## src/rtl/mi_pkg.sv

```systemverilog
// Shared definitions for the mi_* burst memory interface: state encoding and bus widths.
package mi_pkg;
    localparam int MI_DW     = 16;
    localparam int MI_LW     = 7;
    localparam int MI_AW_MAX = 32;

    typedef enum logic [1:0] {
        ST_IDLE = 2'd0,
        ST_RD   = 2'd1,
        ST_WR   = 2'd2
    } mi_state_e;
endpackage

```

## src/rtl/mi_ram_responder.sv

```systemverilog
// mi_* responder over a 1-cycle-latency single-port RAM: one word per cycle, read data at accept+2.
// Commands stall via mi_ready outside IDLE; read data and write pulls are never backpressured.
module mi_ram_responder
    import mi_pkg::*;
#(
    parameter int AW = 14,
    parameter int DW = MI_DW,
    parameter int LW = MI_LW
) (
    input  logic                 clk,
    input  logic                 rst_n,
    input  logic [MI_AW_MAX-1:0] mi_addr,
    input  logic [LW-1:0]        mi_len,
    input  logic                 mi_rw,
    input  logic                 mi_valid,
    output logic                 mi_ready,
    input  logic [DW-1:0]        mi_wdata,
    output logic                 mi_wack,
    output logic                 mi_wlast,
    output logic [DW-1:0]        mi_rdata,
    output logic                 mi_rstb,
    output logic                 mi_rlast,
    output logic [AW-1:0]        ram_addr,
    output logic [DW-1:0]        ram_wdata,
    output logic                 ram_we,
    output logic                 ram_re,
    input  logic [DW-1:0]        ram_rdata,
    output logic                 busy
);

    mi_state_e     state_q;
    logic [AW-1:0] addr_q;
    logic [LW-1:0] cnt_q;
    logic          rstb_q;
    logic          rlast_q;

    logic          last_word;
    logic [AW-1:0] addr_d;
    logic [LW-1:0] cnt_d;
    logic          unused_addr_hi;

    // The RAM only decodes AW bits; the rest of the initiator address is don't-care.
    assign unused_addr_hi = ^mi_addr[MI_AW_MAX-1:AW];

    assign last_word = (cnt_q == '0);
    assign addr_d    = addr_q + AW'(1);
    assign cnt_d     = cnt_q - LW'(1);

    always_ff @(posedge clk or negedge rst_n) begin
        if (!rst_n) begin
            state_q <= ST_IDLE;
            addr_q  <= '0;
            cnt_q   <= '0;
            rstb_q  <= 1'b0;
            rlast_q <= 1'b0;
        end else begin
            // Read data comes back one cycle after issue, so strobe and last trail the issue by one.
            rstb_q  <= (state_q == ST_RD);
            rlast_q <= (state_q == ST_RD) && last_word;
            case (state_q)
                ST_IDLE: begin
                    if (mi_valid) begin
                        addr_q  <= mi_addr[AW-1:0];
                        cnt_q   <= mi_len;
                        state_q <= mi_rw ? ST_RD : ST_WR;
                    end
                end
                ST_RD, ST_WR: begin
                    addr_q <= addr_d;
                    cnt_q  <= cnt_d;
                    if (last_word) begin
                        state_q <= ST_IDLE;
                    end
                end
                default: state_q <= ST_IDLE;
            endcase
        end
    end

    assign mi_ready  = (state_q == ST_IDLE);
    assign busy      = (state_q != ST_IDLE);

    assign ram_addr  = addr_q;
    assign ram_wdata = mi_wdata;
    assign ram_re    = (state_q == ST_RD);
    assign ram_we    = (state_q == ST_WR);

    assign mi_wack   = (state_q == ST_WR);
    assign mi_wlast  = (state_q == ST_WR) && last_word;

    assign mi_rdata  = ram_rdata;
    assign mi_rstb   = rstb_q;
    assign mi_rlast  = rlast_q;

endmodule

```

## config.mk

```make
export PLATFORM = sky130hd
export DESIGN_NAME = mi_ram_responder
export DESIGN_NICKNAME = d
export VERILOG_FILES = /design/src/rtl/mi_pkg.sv /design/src/rtl/mi_ram_responder.sv
export SDC_FILE = /design/constraint.sdc
export NUM_CORES = 1
export LEC_CHECK = 0
export BUFFER_PORTS_ARGS = -buffer_cell sky130_fd_sc_hd__buf_4
export CAP_MARGIN = 5
export CELL_PAD_IN_SITES_DETAIL_PLACEMENT = 1
export CELL_PAD_IN_SITES_GLOBAL_PLACEMENT = 1
export CORE_ASPECT_RATIO = 1.1
export CORE_UTILIZATION = 30
export DETAILED_ROUTE_END_ITERATION = 8
export PLACE_DENSITY = 0.9
export SYNTH_ARGS = -nofsm -noshare
export SYNTH_HDL_FRONTEND = slang
export SYNTH_SLANG_ARGS = --single-unit
```

## constraint.sdc

```tcl
create_clock -name clk -period 2.3 [get_ports clk]
set_clock_uncertainty 0.05 [all_clocks]
set_input_delay 0.115 -clock clk [delete_from_list [all_inputs] [get_ports clk]]
set_output_delay 0.115 -clock clk [all_outputs]
set_load 0.005 [all_outputs]
```

==> flow_summary.html, run 1 <==
<table>
<tr><th>Metric</th><th>Value</th></tr>
<tr><th colspan="2">Die</th></tr>
<tr><td>Placeable core region</td><td>6670 um^2</td></tr>
<tr><td>Area of the die</td><td>7330 um^2</td></tr>
<tr><td>Vert. Die Dim</td><td>89.7 um</td></tr>
<tr><td>Ports</td><td>129</td></tr>
<tr><td>Horizontal die dimension</td><td>81.7 um</td></tr>
<tr><td>Initial Util</td><td>31.4%</td></tr>
<tr><td>FP Rows</td><td>31</td></tr>
<tr><th colspan="2">Placement</th></tr>
<tr><td>Cells after DPL</td><td>338</td></tr>
<tr><td>Count of input and output buffers</td><td>46</td></tr>
<tr><td>Placer Congestion</td><td>0.797</td></tr>
<tr><td>DPL Wire Length</td><td>4.14 mm</td></tr>
<tr><th colspan="2">Pwr</th></tr>
<tr><td>Leak pwr</td><td>1.02 nW</td></tr>
<tr><td>Proportion of total power due to net switching</td><td>48.3%</td></tr>
<tr><td>Logic pwr share</td><td>61.1%</td></tr>
<tr><td>Reg power frac</td><td>30.5%</td></tr>
<tr><td>Peak supply drop</td><td>0.459 mV</td></tr>
<tr><td>Internal Dissipation</td><td>1.70 mW</td></tr>
<tr><td>Reported net switching power</td><td>1.58 mW</td></tr>
<tr><td>Clock network fraction of design power</td><td>8.4%</td></tr>
<tr><td>Power density relative to cell area</td><td>1400 nW/um^2</td></tr>
<tr><th colspan="2">Critical path</th></tr>
<tr><td>Arrival time of data at the critical path endpoint</td><td>2180 ps</td></tr>
<tr><td>Type of destination of the critical path</td><td>register</td></tr>
<tr><td>Required arrival time at the worst endpoint</td><td>2450 ps</td></tr>
<tr><td>Cell with the largest stage delay on the worst path</td><td>sky130_fd_sc_hd__dfrtp_1</td></tr>
<tr><td>Setup Crit Path Kind</td><td>register to register</td></tr>
<tr><td>Kind of start point of the critical path</td><td>register</td></tr>
<tr><td>Cell-by-cell trace of the critical path</td><td>inv_1 -&gt; ha_1 -&gt; nor2b_1 -&gt; a21oi_1 -&gt; buf_4 -&gt; or3_1 -&gt; o21ai_1</td></tr>
<tr><td>Maximum net fanout on the critical path</td><td>15</td></tr>
<tr><td>Maximum cell stage delay along the critical path</td><td>390 ps</td></tr>
<tr><td>Crit path launch</td><td>state_q[0]</td></tr>
<tr><td>Critical register-to-register path startpoint</td><td>state_q[0]</td></tr>
<tr><th colspan="2">GRT</th></tr>
<tr><td>Overall overflow remaining after global route</td><td>0</td></tr>
<tr><td>Initial antenna violation count</td><td>0</td></tr>
<tr><td>Via count of the first global-routing pass</td><td>1,836</td></tr>
<tr><td>Wire length of the first global-routing pass</td><td>9.06 mm</td></tr>
<tr><td>Gr usage total</td><td>16.1%</td></tr>
<tr><td>Largest net degree at the start of global routing</td><td>32</td></tr>
<tr><th colspan="2">Route</th></tr>
<tr><td>Average wire length per cell after detail routing</td><td>16.5 um</td></tr>
<tr><td>1st-pass router iterations</td><td>4</td></tr>
<tr><td>Routed WL</td><td>5.67 mm</td></tr>
<tr><td>Drt first-iter violations</td><td>71</td></tr>
<tr><td>Vias after detailed routing</td><td>1,866</td></tr>
<tr><td>Final routed DRC violation total</td><td>0</td></tr>
<tr><td>Drt via density</td><td>5.44</td></tr>
<tr><td>Number of nets with antenna violations after routing</td><td>0</td></tr>
<tr><th colspan="2">STA</th></tr>
<tr><td>Worst hold margin</td><td>64.4 ps</td></tr>
<tr><td>Pins over their slew limit</td><td>0</td></tr>
<tr><td>Max transition margin</td><td>68.8%</td></tr>
<tr><td>Minimum period implied by the final worst setup slack</td><td>2030 ps</td></tr>
<tr><td>Final worst path period share</td><td>88.4%</td></tr>
<tr><td>Slew of the pin with the lowest slew margin</td><td>464 ps</td></tr>
<tr><td>Hold Fails Final Rpt</td><td>0</td></tr>
<tr><td>Maximum clock frequency</td><td>0.492 GHz</td></tr>
<tr><td>Unrepaired setup endpoints after global routing</td><td>false</td></tr>
<tr><td>Setup TNS</td><td>0 ps</td></tr>
<tr><td>Count of endpoints failing setup in the final report</td><td>0</td></tr>
<tr><th colspan="2">Synthesis</th></tr>
<tr><td>Post-synthesis instance area</td><td>2100 um^2</td></tr>
<tr><td>Synthesized area divided by synthesized cell count</td><td>8.39 um^2</td></tr>
<tr><td>Top-area cell type share of the netlist area</td><td>29.8%</td></tr>
<tr><td>Number of warnings printed during yosys synthesis</td><td>0</td></tr>
<tr><td>Async set-or-reset flop fraction in the synthesized netlist</td><td>100%</td></tr>
<tr><td>Syn nets</td><td>331</td></tr>
<tr><td>Sequential cell area fraction in the yosys report</td><td>29.8%</td></tr>
<tr><td>Synth area leaders</td><td>sky130_fd_sc_hd__dfrtp_1 (30%), sky130_fd_sc_hd__buf_4 (12%), sky130_fd_sc_hd__mux2i_1 (4.3%)</td></tr>
<tr><td>Leading area contributor after synthesis</td><td>sky130_fd_sc_hd__dfrtp_1</td></tr>
<tr><td>Cell count after synthesis</td><td>250</td></tr>
<tr><td>Flip-flop and latch count after synthesis</td><td>25</td></tr>
<tr><td>Count of distinct cell types in the synthesized netlist</td><td>50</td></tr>
<tr><td>Number of flops mapped to enable cells by yosys</td><td>0</td></tr>
<tr><td>Main flop type after synthesis</td><td>sky130_fd_sc_hd__dfrtp_1</td></tr>
<tr><th colspan="2">Clock tree</th></tr>
<tr><td>Clock transition time at the flip-flop clock pins of the worst setup and hold paths</td><td>100 ps</td></tr>
<tr><td>Post-cts repair resize count</td><td>0</td></tr>
<tr><td>CTS tree</td><td>built</td></tr>
<tr><td>H-tree Lvls</td><td>1</td></tr>
<tr><td>Worst-case clock buffer depth</td><td>2</td></tr>
<tr><td>Clock root buffer</td><td>sky130_fd_sc_hd__clkbuf_8</td></tr>
<tr><td>Clock insertion delay at the later pin of the skew report</td><td>280 ps</td></tr>
<tr><td>Clock sink total</td><td>25</td></tr>
<tr><td>Total clock buffers created by CTS</td><td>3</td></tr>
<tr><th colspan="2">Final layout</th></tr>
<tr><td>Total number of nets in the final design</td><td>343</td></tr>
<tr><td>Fill cell instance count of the final layout</td><td>821</td></tr>
<tr><td>Final standard cell count with taps included and fillers excluded</td><td>343</td></tr>
<tr><td>Area added between synthesis and finish</td><td>11.8%</td></tr>
<tr><td>Antenna cell count</td><td>0</td></tr>
<tr><td>Ratio of cells with drive above 1 in the final layout</td><td>26.4%</td></tr>
<tr><th colspan="2">Worst hold path</th></tr>
<tr><td>Worst Hold Launch</td><td>mi_addr[0]</td></tr>
<tr><td>Worst hold path class</td><td>input pin to register</td></tr>
<tr><th colspan="2">Job</th></tr>
<tr><td>Count of max-cap constraint violations</td><td>0</td></tr>
<tr><th colspan="2">Run status</th></tr>
<tr><td>Result of the run</td><td>finished clean</td></tr>
</table>
[metrics by stage]
stage	instance area [um^2]	setup WS (ps)	power [mW]	util, %
global route	2340	117	3.58	35.1
CTS	2340	274	3.31	35.1
floorplan	2100	597	2.31	-
global placement	2290	401	2.88	34.3
finish	2340	268	3.28	35.1
detailed placement	2290	327	3.01	34.3
[critical path, delay by kind of cell, from the launching register on]
kind / cells / cell delay [ps]
and+or+nand+nor: 2 / 680
DFF: 1 / 390
AOI/OAI and AO/OA: 2 / 160
buffers and inverters: 2 / 320
adders and majority gates: 1 / 370
[cells in the final DEF, fill, tap and decap left out, types with 4 or more instances in the layout]
master / n
sky130_fd_sc_hd__a31oi_1: 6
sky130_fd_sc_hd__o22a_1: 8
sky130_fd_sc_hd__inv_1: 12
sky130_fd_sc_hd__a21oi_1: 12
sky130_fd_sc_hd__mux2i_1: 9
sky130_fd_sc_hd__nand3_1: 10
sky130_fd_sc_hd__nor2_1: 17
sky130_fd_sc_hd__and2_1: 4
sky130_fd_sc_hd__buf_4: 55
sky130_fd_sc_hd__nor3_1: 4
sky130_fd_sc_hd__o21ai_0: 9
sky130_fd_sc_hd__ha_1: 6
sky130_fd_sc_hd__o22ai_1: 11
sky130_fd_sc_hd__dfrtp_1: 25
sky130_fd_sc_hd__nand2_1: 18
[sequential cells by signal, indices dropped and copies added (netlist names)]
signal and flops:
cnt_q 7, state_q 2, mi_rstb 1, mi_rlast 1, ram_addr 14
[synth_stat cells (2+ instances only)]
| library cell | count |
|---|---|
| sky130_fd_sc_hd__a21oi_1 | 12 |
| sky130_fd_sc_hd__a221oi_1 | 2 |
| sky130_fd_sc_hd__a22o_1 | 2 |
| sky130_fd_sc_hd__a22oi_1 | 2 |
| sky130_fd_sc_hd__a31oi_1 | 6 |
| sky130_fd_sc_hd__a41oi_1 | 2 |
| sky130_fd_sc_hd__and2_1 | 4 |
| sky130_fd_sc_hd__and3_1 | 3 |
| sky130_fd_sc_hd__buf_2 | 11 |
| sky130_fd_sc_hd__buf_4 | 34 |
| sky130_fd_sc_hd__clkbuf_1 | 3 |
| sky130_fd_sc_hd__dfrtp_1 | 25 |
| sky130_fd_sc_hd__ha_1 | 6 |
| sky130_fd_sc_hd__inv_1 | 12 |
| sky130_fd_sc_hd__mux2i_1 | 9 |
| sky130_fd_sc_hd__nand2_1 | 18 |
| sky130_fd_sc_hd__nand2b_1 | 3 |
| sky130_fd_sc_hd__nand3_1 | 10 |
| sky130_fd_sc_hd__nor2_1 | 17 |
| sky130_fd_sc_hd__nor3_1 | 4 |
| sky130_fd_sc_hd__nor3_2 | 2 |
| sky130_fd_sc_hd__nor4_1 | 2 |
| sky130_fd_sc_hd__nor4_2 | 2 |
| sky130_fd_sc_hd__o211ai_1 | 2 |
| sky130_fd_sc_hd__o21a_1 | 3 |
| sky130_fd_sc_hd__o21ai_0 | 9 |
| sky130_fd_sc_hd__o21ai_1 | 3 |
| sky130_fd_sc_hd__o221ai_1 | 3 |
| sky130_fd_sc_hd__o22a_1 | 8 |
| sky130_fd_sc_hd__o22ai_1 | 11 |
[final timing paths]
path / endpoint / slack [ps] / cells after the start
setup / recovery: cnt_q[0] / 270 / 7
hold / removal: ram_addr[0] / 60 / 3
setup reg to reg: cnt_q[0] / 270 / 7
hold reg to reg: cnt_q[1] / 500 / 2
max in group asynchronous: ram_addr[1] / 1710 / 2
min in group asynchronous: ram_addr[6] / 230 / 2
[cell families after synthesis]
kind of cell,share of synthesized area [%]
simple gates,19.9
buf+inv,17.8
mux,4.30
fa+ha+maj,3.58
compound gates,24.5
flops,29.8
[layout make-up]
class / count / area, um^2 / share of cell area, %
clock inverters: 1 / 5.00 / 0.214
well taps: 82 / 103 / 4.38
inverters: 13 / 48.8 / 2.08
flip-flops and latches: 25 / 626 / 26.7
repair buffers: 56 / 423 / 18.0
multi-input cells: 163 / 1100 / 46.8
clock buffers: 3 / 41.3 / 1.76
[timing repair]
| item | 4_1_cts | 5_1_grt |
|---|---|---|
| endpoints found under the hold margin | 25 | 0 |
| buffers inserted | 0 | 0 |
| hold buffers | 1 | 0 |
| setup endpoints to repair | 0 | 0 |
[power by group through the flow]
stage / logic, mW / registers (mW) / clock network, mW
floorplan: 1.42 / 0.890 / 0
global placement: 1.89 / 0.985 / 0
detailed placement: 2.00 / 1.01 / 0
CTS: 2.02 / 1.00 / 0.285
global route: 2.24 / 1.05 / 0.297
finish: 2.01 / 1.00 / 0.276
[routing by layer]
layer	global-route usage, %	vias to the layer above	wire length [um]
met3	1.82	7	259
met2	28.9	43	2840
li1	-	898	-
met4	4.63	0	72
met1	20.3	918	2500
met5	0	-	0
No activity file was read; power rests on OpenSTA's default activity.
==> inputs of run 2 (changes only) <==
--- a/config.mk
+++ b/config.mk
@@ -7,2 +7,3 @@
 export LEC_CHECK = 0
+export ABC_CLOCK_PERIOD_IN_PS = 2300
 export BUFFER_PORTS_ARGS = -buffer_cell sky130_fd_sc_hd__buf_4
@@ -14,2 +15,3 @@
 export DETAILED_ROUTE_END_ITERATION = 8
+export HOLD_SLACK_MARGIN = 0.06
 export PLACE_DENSITY = 0.9
==> constraint.sdc (replaced) <==
create_clock -name clk -period 2.3 [get_ports clk]
set_clock_uncertainty 0.05 [all_clocks]
set_input_delay 0.69 -clock clk [delete_from_list [all_inputs] [get_ports clk]]
set_output_delay 0.69 -clock clk [all_outputs]
set_load 0.005 [all_outputs]
==> flow_summary.html, run 2 (synthesized netlist as in run 1, its figures left out) <==
<table>
<tr><th>Metric</th><th>Value</th></tr>
<tr><th colspan="2">Critical path</th></tr>
<tr><td>Required arrival time at the worst endpoint</td><td>1560 ps (-890 ps)</td></tr>
<tr><td>Type of destination of the critical path</td><td>output port</td></tr>
<tr><td>Kind of start point of the critical path</td><td>register</td></tr>
<tr><td>Arrival time of data at the critical path endpoint</td><td>1480 ps (-700 ps)</td></tr>
<tr><td>Critical register-to-register path startpoint</td><td>state_q[1]</td></tr>
<tr><td>Maximum net fanout on the critical path</td><td>6 (-9)</td></tr>
<tr><td>Endpoint of the lowest-slack register-to-register path</td><td>cnt_q[0]</td></tr>
<tr><td>Setup slack of the worst register-to-register path</td><td>270 ps (about the same)</td></tr>
<tr><td>Cell count of the worst reg-to-reg path</td><td>7 (unchanged)</td></tr>
<tr><td>Setup Crit Path Kind</td><td>register to output port</td></tr>
<tr><th colspan="2">Route</th></tr>
<tr><td>Number of nets with antenna violations after routing</td><td>0 (unchanged)</td></tr>
<tr><td>Drt first-iter violations</td><td>79 (+11%)</td></tr>
<tr><td>1st-pass router iterations</td><td>4 (unchanged)</td></tr>
<tr><td>Average wire length per cell after detail routing</td><td>16.4 um (-1.0%)</td></tr>
<tr><td>Drt via density</td><td>5.39 (-0.96%)</td></tr>
<tr><td>Vias after detailed routing</td><td>1,848 (-0.96%)</td></tr>
<tr><td>Routed WL</td><td>5.62 mm (-1.0%)</td></tr>
<tr><td>Final routed DRC violation total</td><td>0 (unchanged)</td></tr>
<tr><th colspan="2">Pwr</th></tr>
<tr><td>Leak pwr</td><td>1.02 nW (about the same)</td></tr>
<tr><td>Peak supply drop</td><td>0.484 mV (+5.5%)</td></tr>
<tr><td>Power density relative to cell area</td><td>1410 nW/um^2 (+0.35%)</td></tr>
<tr><th colspan="2">Final layout</th></tr>
<tr><td>Top library cells by usage in the layout, fill and taps aside</td><td>sky130_fd_sc_hd__buf_4 (56), sky130_fd_sc_hd__dfrtp_1 (25), sky130_fd_sc_hd__nand2_1 (18)</td></tr>
<tr><td>Area added between synthesis and finish</td><td>11.9%</td></tr>
<tr><td>Final standard cell count with taps included and fillers excluded</td><td>343 (unchanged)</td></tr>
<tr><td>Flip-flop count of the largest register, all copies and words added</td><td>14 (unchanged)</td></tr>
<tr><td>Core utilization of the finished layout</td><td>35.2% (+0.038 points)</td></tr>
<tr><td>Most common library cell in the layout ignoring fill and taps</td><td>sky130_fd_sc_hd__buf_4</td></tr>
<tr><td>Ratio of cells with drive above 1 in the final layout</td><td>27.2% (+0.77 points)</td></tr>
<tr><td>Antenna cell count</td><td>0 (unchanged)</td></tr>
<tr><td>Total number of nets in the final design</td><td>343 (unchanged)</td></tr>
<tr><td>Total non-filler cell area in the finished layout</td><td>2350 um^2 (+0.11%)</td></tr>
<tr><th colspan="2">Die</th></tr>
<tr><td>Area of the die</td><td>7330 um^2 (unchanged)</td></tr>
<tr><td>Initial Util</td><td>31.4% (unchanged)</td></tr>
<tr><td>Horizontal die dimension</td><td>81.7 um (unchanged)</td></tr>
<tr><td>Ports</td><td>129 (unchanged)</td></tr>
<tr><td>FP Rows</td><td>31 (unchanged)</td></tr>
<tr><td>Placeable core region</td><td>6670 um^2 (unchanged)</td></tr>
<tr><td>Vert. Die Dim</td><td>89.7 um (unchanged)</td></tr>
<tr><th colspan="2">GRT</th></tr>
<tr><td>Overall overflow remaining after global route</td><td>0 (unchanged)</td></tr>
<tr><td>Via count of the first global-routing pass</td><td>1,890 (+2.9%)</td></tr>
<tr><td>Largest net degree at the start of global routing</td><td>32 (unchanged)</td></tr>
<tr><td>Wire length of the first global-routing pass</td><td>9.14 mm (+0.92%)</td></tr>
<tr><td>Gr usage total</td><td>16.2% (+0.10 points)</td></tr>
<tr><td>Initial antenna violation count</td><td>0 (unchanged)</td></tr>
<tr><th colspan="2">STA</th></tr>
<tr><td>Unrepaired setup endpoints after global routing</td><td>false</td></tr>
<tr><td>Minimum period implied by the final worst setup slack</td><td>2220 ps (+185 ps)</td></tr>
<tr><td>Setup TNS</td><td>0 ps (unchanged)</td></tr>
<tr><td>Maximum clock frequency</td><td>0.451 GHz (-8.3%)</td></tr>
<tr><td>Count of endpoints failing setup in the final report</td><td>0 (unchanged)</td></tr>
<tr><td>Max transition margin</td><td>69.8% (+0.96 points)</td></tr>
<tr><td>Final worst-path setup slack</td><td>82.9 ps (-185 ps)</td></tr>
<tr><td>Final worst path period share</td><td>96.4% (+8.0 points)</td></tr>
<tr><td>Slew of the pin with the lowest slew margin</td><td>450 ps (-14.2 ps)</td></tr>
<tr><td>Pins over their slew limit</td><td>0 (unchanged)</td></tr>
<tr><td>Hold Fails Final Rpt</td><td>0 (unchanged)</td></tr>
<tr><th colspan="2">Clock tree</th></tr>
<tr><td>Clock root buffer</td><td>sky130_fd_sc_hd__clkbuf_8</td></tr>
<tr><td>Clock sink total</td><td>25 (unchanged)</td></tr>
<tr><td>CTS tree</td><td>built</td></tr>
<tr><td>Post-CTS setup buffer count</td><td>0 (unchanged)</td></tr>
<tr><td>Clock transition time at the flip-flop clock pins of the worst setup and hold paths</td><td>100 ps (about the same)</td></tr>
<tr><td>Clock insertion delay at the later pin of the skew report</td><td>280 ps (about the same)</td></tr>
<tr><td>Worst-case clock buffer depth</td><td>2 (unchanged)</td></tr>
<tr><td>Total clock buffers created by CTS</td><td>3 (unchanged)</td></tr>
<tr><td>H-tree Lvls</td><td>1 (unchanged)</td></tr>
<tr><td>Hold-fix buffers at CTS</td><td>0 (-1)</td></tr>
<tr><th colspan="2">Placement</th></tr>
<tr><td>Placement Setup Slack</td><td>308 ps (-19.4 ps)</td></tr>
<tr><td>Cells after DPL</td><td>339 (+0.30%)</td></tr>
<tr><td>Count of input and output buffers</td><td>46 (unchanged)</td></tr>
<tr><td>DPL Wire Length</td><td>4.19 mm (+1.0%)</td></tr>
<tr><td>Area after DPL</td><td>2290 um^2 (+0.33%)</td></tr>
<tr><td>Placer Congestion</td><td>0.813 (+2.0%)</td></tr>
<tr><th colspan="2">Worst hold path</th></tr>
<tr><td>Worst hold path class</td><td>input pin to async pin</td></tr>
<tr><th colspan="2">Run status</th></tr>
<tr><td>Result of the run</td><td>finished clean</td></tr>
<tr><th colspan="2">Job</th></tr>
<tr><td>Count of max-cap constraint violations</td><td>0 (unchanged)</td></tr>
</table>
run 2: how the worst max path moves through the flow:
stage                from       end  slack [ps]  depth (start not counted)
2_1_floorplan  state_q[0]      busy         580                          4
3_3_place_gp   state_q[1]  cnt_q[0]         340                          7
3_5_place_dp   state_q[1]  cnt_q[0]         310                          7
4_1_cts          cnt_q[4]  mi_wlast          20                          4
5_1_grt        state_q[1]      busy           1                          4
6_report       state_q[1]      busy          80                          4
run 2: cell type report:
cell class	count	area, um^2
Clock buffer	3	41.3
Clock inverter	1	5.00
Timing Repair Buffer	56	420
Multi-Input combinational cell	163	1100
Sequential cell	25	626
Inverter	13	48.8
Fill cell	821	4330
Tap cell	82	103
run 2: power by group:
| part | internal, mW | total, mW | switching, mW |
|---|---|---|---|
| clock network | 0.122 | 0.280 | 0.158 |
| logic | 0.933 | 2.01 | 1.08 |
| registers | 0.652 | 1.01 | 0.357 |
| total | 1.71 | 3.30 | 1.59 |
run 2: per-stage QoR:
step	power [mW]	hold WS [ps]
floorplan	2.31	344
global route	3.61	275
detailed placement	3.02	461
global placement	2.90	447
finish	3.30	261
CTS	3.31	269
run 2: repair_timing:
action / in CTS / in global routing
endpoints found under the setup margin: 0 / 1
gates resized for setup: 0 / 1
hold endpoints to repair: 0 / 0
run 2: critical path, stage by stage (launching register included):
cell and delay (ps):
sky130_fd_sc_hd__dfrtp_1 420, sky130_fd_sc_hd__inv_1 110, sky130_fd_sc_hd__ha_1 320, sky130_fd_sc_hd__clkinv_1 180, sky130_fd_sc_hd__buf_4 170
run 2: metal layers:
layer / share of wire [%] / vias up / global-route usage, %
met5: 0 / - / 0
met4: 0.93 / 0 / 4.15
met3: 4.4 / 5 / 2.32
met2: 51 / 35 / 29.5
met1: 44 / 909 / 20.0
li1: - / 899 / -
